===== src/rtl/lut_mult_sequencer_if.sv =====
// Start/operand handshake plus the A_Poly/B -> D_in_* loop through the LUT partial-product stage.
// master = host side (drives start, operands and LUT results); slave = the sequencer.
interface lut_mult_sequencer_if;
    logic         start;
    logic [63:0]  A_in;
    logic [63:0]  B_in;
    logic         ready;
    logic [63:0]  A_Poly;
    logic [63:0]  B;
    logic [127:0] D_in_1;
    logic [127:0] D_in_2;
    logic [127:0] product;
    logic         done;

    modport master (
        output start, A_in, B_in, D_in_1, D_in_2,
        input  ready, A_Poly, B, product, done
    );

    modport slave (
        input  start, A_in, B_in, D_in_1, D_in_2,
        output ready, A_Poly, B, product, done
    );
endinterface


===== src/rtl/lut_mult_sequencer.sv =====
// Byte-pair sequencer/XOR accumulator around the LUT stage of a 64x64 carry-less multiplier.
// done pulses 4+LUT_LAT edges after the accepting start edge; start is ignored while ready=0.
module lut_mult_sequencer #(
    parameter int LUT_LAT = 0
) (
    input  logic                 clk,
    input  logic                 rst,
    lut_mult_sequencer_if.slave  ifc
);

    localparam logic [1:0] S_IDLE  = 2'd0;
    localparam logic [1:0] S_ISSUE = 2'd1;
    localparam logic [1:0] S_WAIT  = 2'd2;

    logic [1:0]   state_q,     state_d;
    logic [1:0]   idx_q,       idx_d;
    logic [63:0]  a_reg_q,     a_reg_d;
    logic [63:0]  b_q,         b_d;
    logic [63:0]  a_poly_q,    a_poly_d;
    logic [127:0] acc_q,       acc_d;
    logic [127:0] product_q,   product_d;
    logic         done_q,      done_d;
    logic         pipe_vld_q,  pipe_vld_d;
    logic         pipe_last_q, pipe_last_d;

    logic         issue_en;
    logic         issue_last;
    logic         acc_en;
    logic         acc_last;
    logic [127:0] partial;

    // Byte pair i of A with its byte positions 2i (lo) and 2i+1 (hi).
    function automatic logic [63:0] pair_word(input logic [63:0] a, input logic [1:0] i);
        logic [15:0] pair;
        pair = a[{i, 4'b0000} +: 16];
        return {40'b0, {1'b0, i, 1'b1}, pair[15:8], {1'b0, i, 1'b0}, pair[7:0]};
    endfunction

    assign issue_en   = (state_q == S_ISSUE);
    assign issue_last = issue_en && (idx_q == 2'd3);

    // With a registered LUT the returned partial products trail the issue by one cycle.
    assign acc_en   = (LUT_LAT == 0) ? issue_en   : pipe_vld_q;
    assign acc_last = (LUT_LAT == 0) ? issue_last : pipe_last_q;
    assign partial  = acc_q ^ ifc.D_in_1 ^ ifc.D_in_2;

    always_comb begin
        state_d     = state_q;
        idx_d       = idx_q;
        a_reg_d     = a_reg_q;
        b_d         = b_q;
        a_poly_d    = a_poly_q;
        acc_d       = acc_q;
        product_d   = product_q;
        done_d      = 1'b0;
        pipe_vld_d  = issue_en;
        pipe_last_d = issue_last;

        if (acc_en) begin
            acc_d = partial;
        end
        if (acc_last) begin
            product_d = partial;
            done_d    = 1'b1;
        end

        case (state_q)
            S_IDLE: begin
                if (ifc.start) begin
                    state_d  = S_ISSUE;
                    idx_d    = 2'd0;
                    a_reg_d  = ifc.A_in;
                    b_d      = ifc.B_in;
                    acc_d    = '0;
                    a_poly_d = pair_word(ifc.A_in, 2'd0);
                end
            end
            S_ISSUE: begin
                if (idx_q == 2'd3) begin
                    state_d  = (LUT_LAT == 0) ? S_IDLE : S_WAIT;
                    idx_d    = 2'd0;
                    a_poly_d = '0;
                end else begin
                    idx_d    = idx_q + 2'd1;
                    a_poly_d = pair_word(a_reg_q, idx_q + 2'd1);
                end
            end
            S_WAIT: begin
                state_d = S_IDLE;
            end
            default: begin
                state_d  = S_IDLE;
                idx_d    = 2'd0;
                a_poly_d = '0;
            end
        endcase
    end

    always_ff @(posedge clk or posedge rst) begin
        if (rst) begin
            state_q     <= S_IDLE;
            idx_q       <= 2'd0;
            a_reg_q     <= '0;
            b_q         <= '0;
            a_poly_q    <= '0;
            acc_q       <= '0;
            product_q   <= '0;
            done_q      <= 1'b0;
            pipe_vld_q  <= 1'b0;
            pipe_last_q <= 1'b0;
        end else begin
            state_q     <= state_d;
            idx_q       <= idx_d;
            a_reg_q     <= a_reg_d;
            b_q         <= b_d;
            a_poly_q    <= a_poly_d;
            acc_q       <= acc_d;
            product_q   <= product_d;
            done_q      <= done_d;
            pipe_vld_q  <= pipe_vld_d;
            pipe_last_q <= pipe_last_d;
        end
    end

    assign ifc.ready   = (state_q == S_IDLE);
    assign ifc.A_Poly  = a_poly_q;
    assign ifc.B       = b_q;
    assign ifc.product = product_q;
    assign ifc.done    = done_q;

endmodule


===== src/flat_wrapper.sv =====
// flat-port wrapper written by rule: the top's interface ports become plain ports
module lut_mult_sequencer_flat 
#(
    parameter int LUT_LAT = 0
)
  (clk, rst, ifc_start, ifc_A_in, ifc_B_in, ifc_D_in_1, ifc_D_in_2, ifc_ready, ifc_A_Poly, ifc_B, ifc_product, ifc_done);
  lut_mult_sequencer_if ifc_i ();
  input  logic clk;
  input  logic rst;
  input wire logic [$bits(ifc_i.start)-1:0] ifc_start;
  input wire logic [$bits(ifc_i.A_in)-1:0] ifc_A_in;
  input wire logic [$bits(ifc_i.B_in)-1:0] ifc_B_in;
  input wire logic [$bits(ifc_i.D_in_1)-1:0] ifc_D_in_1;
  input wire logic [$bits(ifc_i.D_in_2)-1:0] ifc_D_in_2;
  output wire logic [$bits(ifc_i.ready)-1:0] ifc_ready;
  output wire logic [$bits(ifc_i.A_Poly)-1:0] ifc_A_Poly;
  output wire logic [$bits(ifc_i.B)-1:0] ifc_B;
  output wire logic [$bits(ifc_i.product)-1:0] ifc_product;
  output wire logic [$bits(ifc_i.done)-1:0] ifc_done;
  assign ifc_i.start = ifc_start;
  assign ifc_i.A_in = ifc_A_in;
  assign ifc_i.B_in = ifc_B_in;
  assign ifc_i.D_in_1 = ifc_D_in_1;
  assign ifc_i.D_in_2 = ifc_D_in_2;
  assign ifc_ready = ifc_i.ready;
  assign ifc_A_Poly = ifc_i.A_Poly;
  assign ifc_B = ifc_i.B;
  assign ifc_product = ifc_i.product;
  assign ifc_done = ifc_i.done;
  lut_mult_sequencer #(.LUT_LAT(LUT_LAT)) u_core (.clk(clk), .rst(rst), .ifc(ifc_i));
endmodule

===== config.mk =====
export PLATFORM = sky130hd
export DESIGN_NAME = lut_mult_sequencer_flat
export DESIGN_NICKNAME = d
export VERILOG_FILES = /design/src/rtl/lut_mult_sequencer_if.sv /design/src/rtl/lut_mult_sequencer.sv /design/src/flat_wrapper.sv
export SDC_FILE = /design/constraint.sdc
export NUM_CORES = 1
export LEC_CHECK = 0
export BUFFER_PORTS_ARGS = -buffer_cell sky130_fd_sc_hd__buf_2
export CAP_MARGIN = 40
export CORE_AREA = 2 2 252 254
export CTS_CLUSTER_DIAMETER = 80
export DETAILED_ROUTE_END_ITERATION = 10
export DIE_AREA = 0 0 254 256
export GPL_TIMING_DRIVEN = 0
export PLACE_DENSITY = 0.65
export SYNTH_ARGS = -nofsm -noshare
export SYNTH_HDL_FRONTEND = slang
export SYNTH_SLANG_ARGS = --single-unit

===== constraint.sdc =====
create_clock -name clk -period 20.7 [get_ports clk]
set_input_delay 1.035 -clock clk [delete_from_list [all_inputs] [get_ports clk]]
set_output_delay 1.035 -clock clk [all_outputs]
set_load 0.05 [all_outputs]

# After elaboration in Yosys (flattened, before gate mapping)
# Cells that the tools add are included.
[totals]
out_inout_bits = 258
regBits = 453
wordCells = 36
input_bits = 387
[classes]
bitwise = 3
n_reduce_logical = 5
n_mux = 13
shift = 1
n_eq_ne = 5
add_sub_neg = 1
[op_table]
columns = ["operator", "n"]
rows = [
  ["two-way mux 128 bit", 3],
  ["bitwise XOR 128 bit", 2],
  ["one-hot mux 64 bit (3 select lines)", 1],
  ["two-way mux 64 bit", 1],
  ["indexed part select 64 x 7 -> 16 bit", 1],
  ["two-way mux 23 bit", 1],
  ["two-way mux 2 bit", 4],
  ["one-hot mux 2 bit (3 select lines)", 1],
  ["AND reduction 2 bit", 3],
  ["equality test 2 bit, second input constant", 2],
  ["!= test 2 bit, second input constant", 2],
  ["one-hot mux 2 bit (2 select lines)", 1],
  ["adder 2 x 1 -> 2 bit, second input constant", 1],
  ["equality test 2 x 1 -> 1 bit, second input constant", 1],
  ["zero test 2 bit", 1],
  ["logical AND 1 bit", 1],
  ["two-way mux 1 bit", 1],
  ["inverter 1 bit", 1],
]

# Longest topological paths before layout
[logic_depth]
ltp_word = 5
mapped_depth = 7
ltp_nobuf = 4

# Worst setup path before layout
# OpenSTA, ideal clock, no wires.
[synth_path]
path_type = "reg-to-output"
from = "reg u_core.state_q[0]"
to = "out ifc_ready"
setup_slack_ns = 18.498
t_arrival_ns = 1.167
stages_incl_launch_ff = 5
required_time_ns = 19.665
path_cell_list = "dfrtp_1 > buf_4 > clkbuf_1 > buf_2 > inv_1"
[synth_via]
elab_chain_cells = 1
[synth_rtl]
columns = ["element", "line", "rtl"]
rows = [
  ["start, declared", "lut_mult_sequencer.sv:15", "logic [1:0] state_q, state_d;"],
  ["start signal, assigned", "lut_mult_sequencer.sv:112", "state_q <= state_d;"],
  ["zero test 2 bit", "lut_mult_sequencer.sv:125", "assign ifc.ready = (state_q == S_IDLE);"],
  ["end, declared", "flat_wrapper.sv:15", "output wire logic [$bits(ifc_i.ready)-1:0] ifc_ready;"],
]
# No other way between the ends.

# Worst setup path after layout
# Ends and elaborated chain as after synthesis.

==> summary.md <==
| Metric | Value |
|---|---|
| Synth-to-Final Area Change | 31.5% |
| CP Class | flip-flop to primary output |
| Hold worst-path end | u_core.ifc.product[23]$_DFFE_PP0P_ |
| Number of buffers created by CTS | 47 |
| CP endpoint kind | primary output |
| Gr ovfl total | 0 |
| Number of vias per cell | between 4 and 5 |
| Global-route wire length before repair | 88900 µm |
| Share of the synthesized area in the top cell type | a little over half |
| R2R cell count | 7 |
| Period minus WS final | ~3.2 ns |
| Site Rows | 92 |
| Top cells by area, synth | dfrtp_1, mux2i_1, mux2_2, xnor2_1, xor2_1 |
| Unrepaired setup endpoints after global routing | false |
| Die width | ~250 µm |
| Largest net degree at the start of global routing | roughly 130 |
| Slowest cell on the critical path | dfrtp_1 |
| Status | finished, final reports clean |
| Synth Flop Type | dfrtp_1 |
| Max capacitance violation total | 0 |
| Actual slew at the worst max-slew pin | just over 0.9 ns |
| Average size of a mapped cell | approximately 12 µm² |
| Port bufs | 600 |
| Commonest cells in the netlist | dfrtp_1, mux2i_1, o21ai_0 |
| Initial antenna violation count | 11 |
| Crit path launch type | flip-flop |
| Placed cell count | approximately 3200 |
| Final Core Density | around two fifths |
| Hold Path Depth | 2 |
| GRT Total Usage | between 10% and 20% |
| Filler Cell Count | 6012 |
| CP arrival | roughly 2.2 ns |
| Non-Filler Instances | roughly 3300 |
| CTS tree | done |
| Number of clock sinks | 405 |
| Setup-failing EPs final | 0 |
| Worst setup margin | around 18 ns |
| GPL Wtd Cong | ~0.84 |
| Core area | 62400 µm² |
| Crit-path max FO | 10 |
| Post-synthesis cell type count | 25 |
| Slew Limit Fails | 0 |
| H-Tree Level Count | 2 |
| Buf+Inv Stages, Crit Path | 6 |
| Die Ht | around 260 µm |
| Detailed Routing Iterations Pass 1 | 5 |
| Critical path cell sequence | buf_4, clkbuf_1, buf_8, buf_2, inv_1, buf_2 |
| DP HPWL | about 45000 µm |
| Max Freq | about 310 MHz |
| Clock root cell | clkbuf_16 |
| Vias in the first global route | between 15000 and 20000 |
| Worst Path Required | about 20 ns |
| Tcrit/Tclk final | about 15% |
| Clk slew on worst S/H paths | 0.06 ns |
| Layout cells sized above 1 | 37.9% |
| Critical Path Max Stage Delay | about 0.32 ns |
| Final ANT Viol Nets | 0 |
| Worst-Skew Late Latency | between 0.5 and 0.6 ns |
| Hold Buf Count CTS | 0 |
| Worst Min Path Start | u_core.ifc.product[23]$_DFFE_PP0P_ |
| Leakage | 12.4 nW |
| YS warnings | 0 |
| Reg2reg start | u_core.idx_q[0]$_DFFE_PP0P_ |
| P per Cell Area | approximately 180 nW/µm² |
| Max_slew headroom | 39.2% |
| Top cell by count, worst path | buf_2 |
| # IOs | around 650 |
| Pre-CTS setup slack | ~18 ns |
| Post_cts resized | 0 |
| Clk buf depth | 3 |
| Number of synthesized register bits | around 400 |
| Setup crit start | u_core.state_q[0]$_DFFE_PP0P_ |
| # Post-CTS Setup Buffers | 0 |
| Synthesized area | 19200 µm² |
| Initial Util | approximately 31% |
| Vias | 14633 |
| R2R Setup Slk | around 18 ns |
| Delay-heaviest family, CP | buffers and inverters |
| Clock Skews | ~0.017 ns |
| Peak VDD IR | ~0.00011 V |
| Reg2reg end | u_core.ifc.product[95]$_DFFE_PP0P_ |
| Cell count after synthesis | roughly 1700 |
| Fin. Hold Viols | 0 |
| WL per Instance | roughly 18 µm |
| Setup TNS | 0 ns |
| Sequential area share after synthesis | between 50% and 60% |
| Most frequent cell after synthesis | dfrtp_1 |
| Area leader, netlist | dfrtp_1 |
| DRT Wirelength | around 60000 µm |
| DRC errors left | 0 |
| Post-synth EDFFs | 0 |
| Tightest Hold Check Type | flip-flop to flip-flop |
| Initial DRC count | around 620 |
| Die area | 65000 µm² |
| Asr flop ratio synth | 100% |
| # nets final | between 2000 and 3000 |
-- worst min-delay path: cells and delay by family (launching register included) --
family	cells	cell delay [ns]
flip-flops	1	0.34
AO/OA/AOI/OAI	1	0.06
AND/OR/NAND/NOR	1	0.04
-- cell type report --
| cell class | count | area [µm²] | area share, % |
|---|---|---|---|
| buffer | 141 | 790 | 3.12 |
| antenna | 5 | 12.5 | 0.0495 |
| timing repair buffer | 608 | 3150 | 12.5 |
| multi-input combinational | 1155 | 8450 | 33.4 |
| sequential | 405 | 10100 | 40.1 |
| clock buffer | 67 | 1430 | 5.66 |
| inverter | 4 | 22.5 | 0.0890 |
| tap | 846 | 1060 | 4.18 |
| clock inverter | 21 | 245 | 0.969 |
-- worst max-delay path by stage --
stage | cells past startpoint | slack [ns] | endpoint
after floorplan | 1 | 8.40 | u_core.a_reg_q[0]$_DFFE_PP0P_
after global placement | 2 | 4.03 | u_core.acc_q[20]$_DFF_PP0_
after detailed placement | 6 | 17.75 | u_core.acc_q[95]$_DFF_PP0_
after CTS | 6 | 17.42 | ifc_ready
after global routing | 6 | 17.38 | ifc_ready
final | 6 | 17.51 | ifc_ready
-- placed cells by master, fill, tap and decap left out, drive strengths merged --
cell type / count
clkbuf: 119
or3b: 1
mux2i: 175
nand2: 129
o21ai: 144
mux2: 129
buf: 697
xnor2: 129
a21oi: 128
dfrtp: 405
inv: 7
conb: 43
o22a: 16
clkinvlp: 3
a22o: 2
nand3b: 1
bufinv: 4
nor2: 2
nor2b: 1
xor2: 127
ha: 1
clkinv: 11
diode: 5
nand2b: 127
-- cell families after synthesis --
family | Yosys count | share of synthesized area (%)
buf+inv | 145 | 4.18
mux | 304 | 16.7
flops | 405 | 52.7
fa+ha+maj | 1 | 0.0650
simple gates | 261 | 6.82
compound gates | 290 | 7.90
xor+xnor | 256 | 11.7
other cells | 1 | 0.0195
-- layer usage --
metal / up-vias / wire length [µm] / global-route usage (%)
met2: 450 / 29500 / 31.2
li1: 6925 / - / -
met3: 109 / 3880 / 4.71
met4: 14 / 1730 / 5.90
met1: 7135 / 23200 / 20.4
met5: - / 84 / 0
-- power by group --
group	total (mW)	internal, mW	switching (mW)
clock	0.881	0.534	0.346
combinational	2.15	0.682	1.47
sequential	1.46	1.20	0.261
total	4.49	2.41	2.08
-- metrics by stage --
step / hold WS (ns) / power, mW / area (µm²)
floorplan: 0.470 / 3.00 / 19400
global placement: 0.460 / 3.57 / 23500
detailed placement: 0.466 / 3.64 / 23600
CTS: 0.480 / 4.54 / 25300
global route: 0.495 / 4.74 / 25300
finish: 0.474 / 4.49 / 25300
-- flip-flops by register name, indices dropped and copies added (netlist names) --
| signal | cells |
|---|---|
| u_core.state_q | 1 |
| u_core.ifc.B | 64 |
| u_core.idx_q | 1 |
| u_core.acc_q | 128 |
| u_core.ifc.A_Poly | 18 |
| u_core.a_reg_q | 64 |
| u_core.ifc.product | 128 |
| u_core.ifc.done | 1 |
Power figures use the tool's default switching activity.
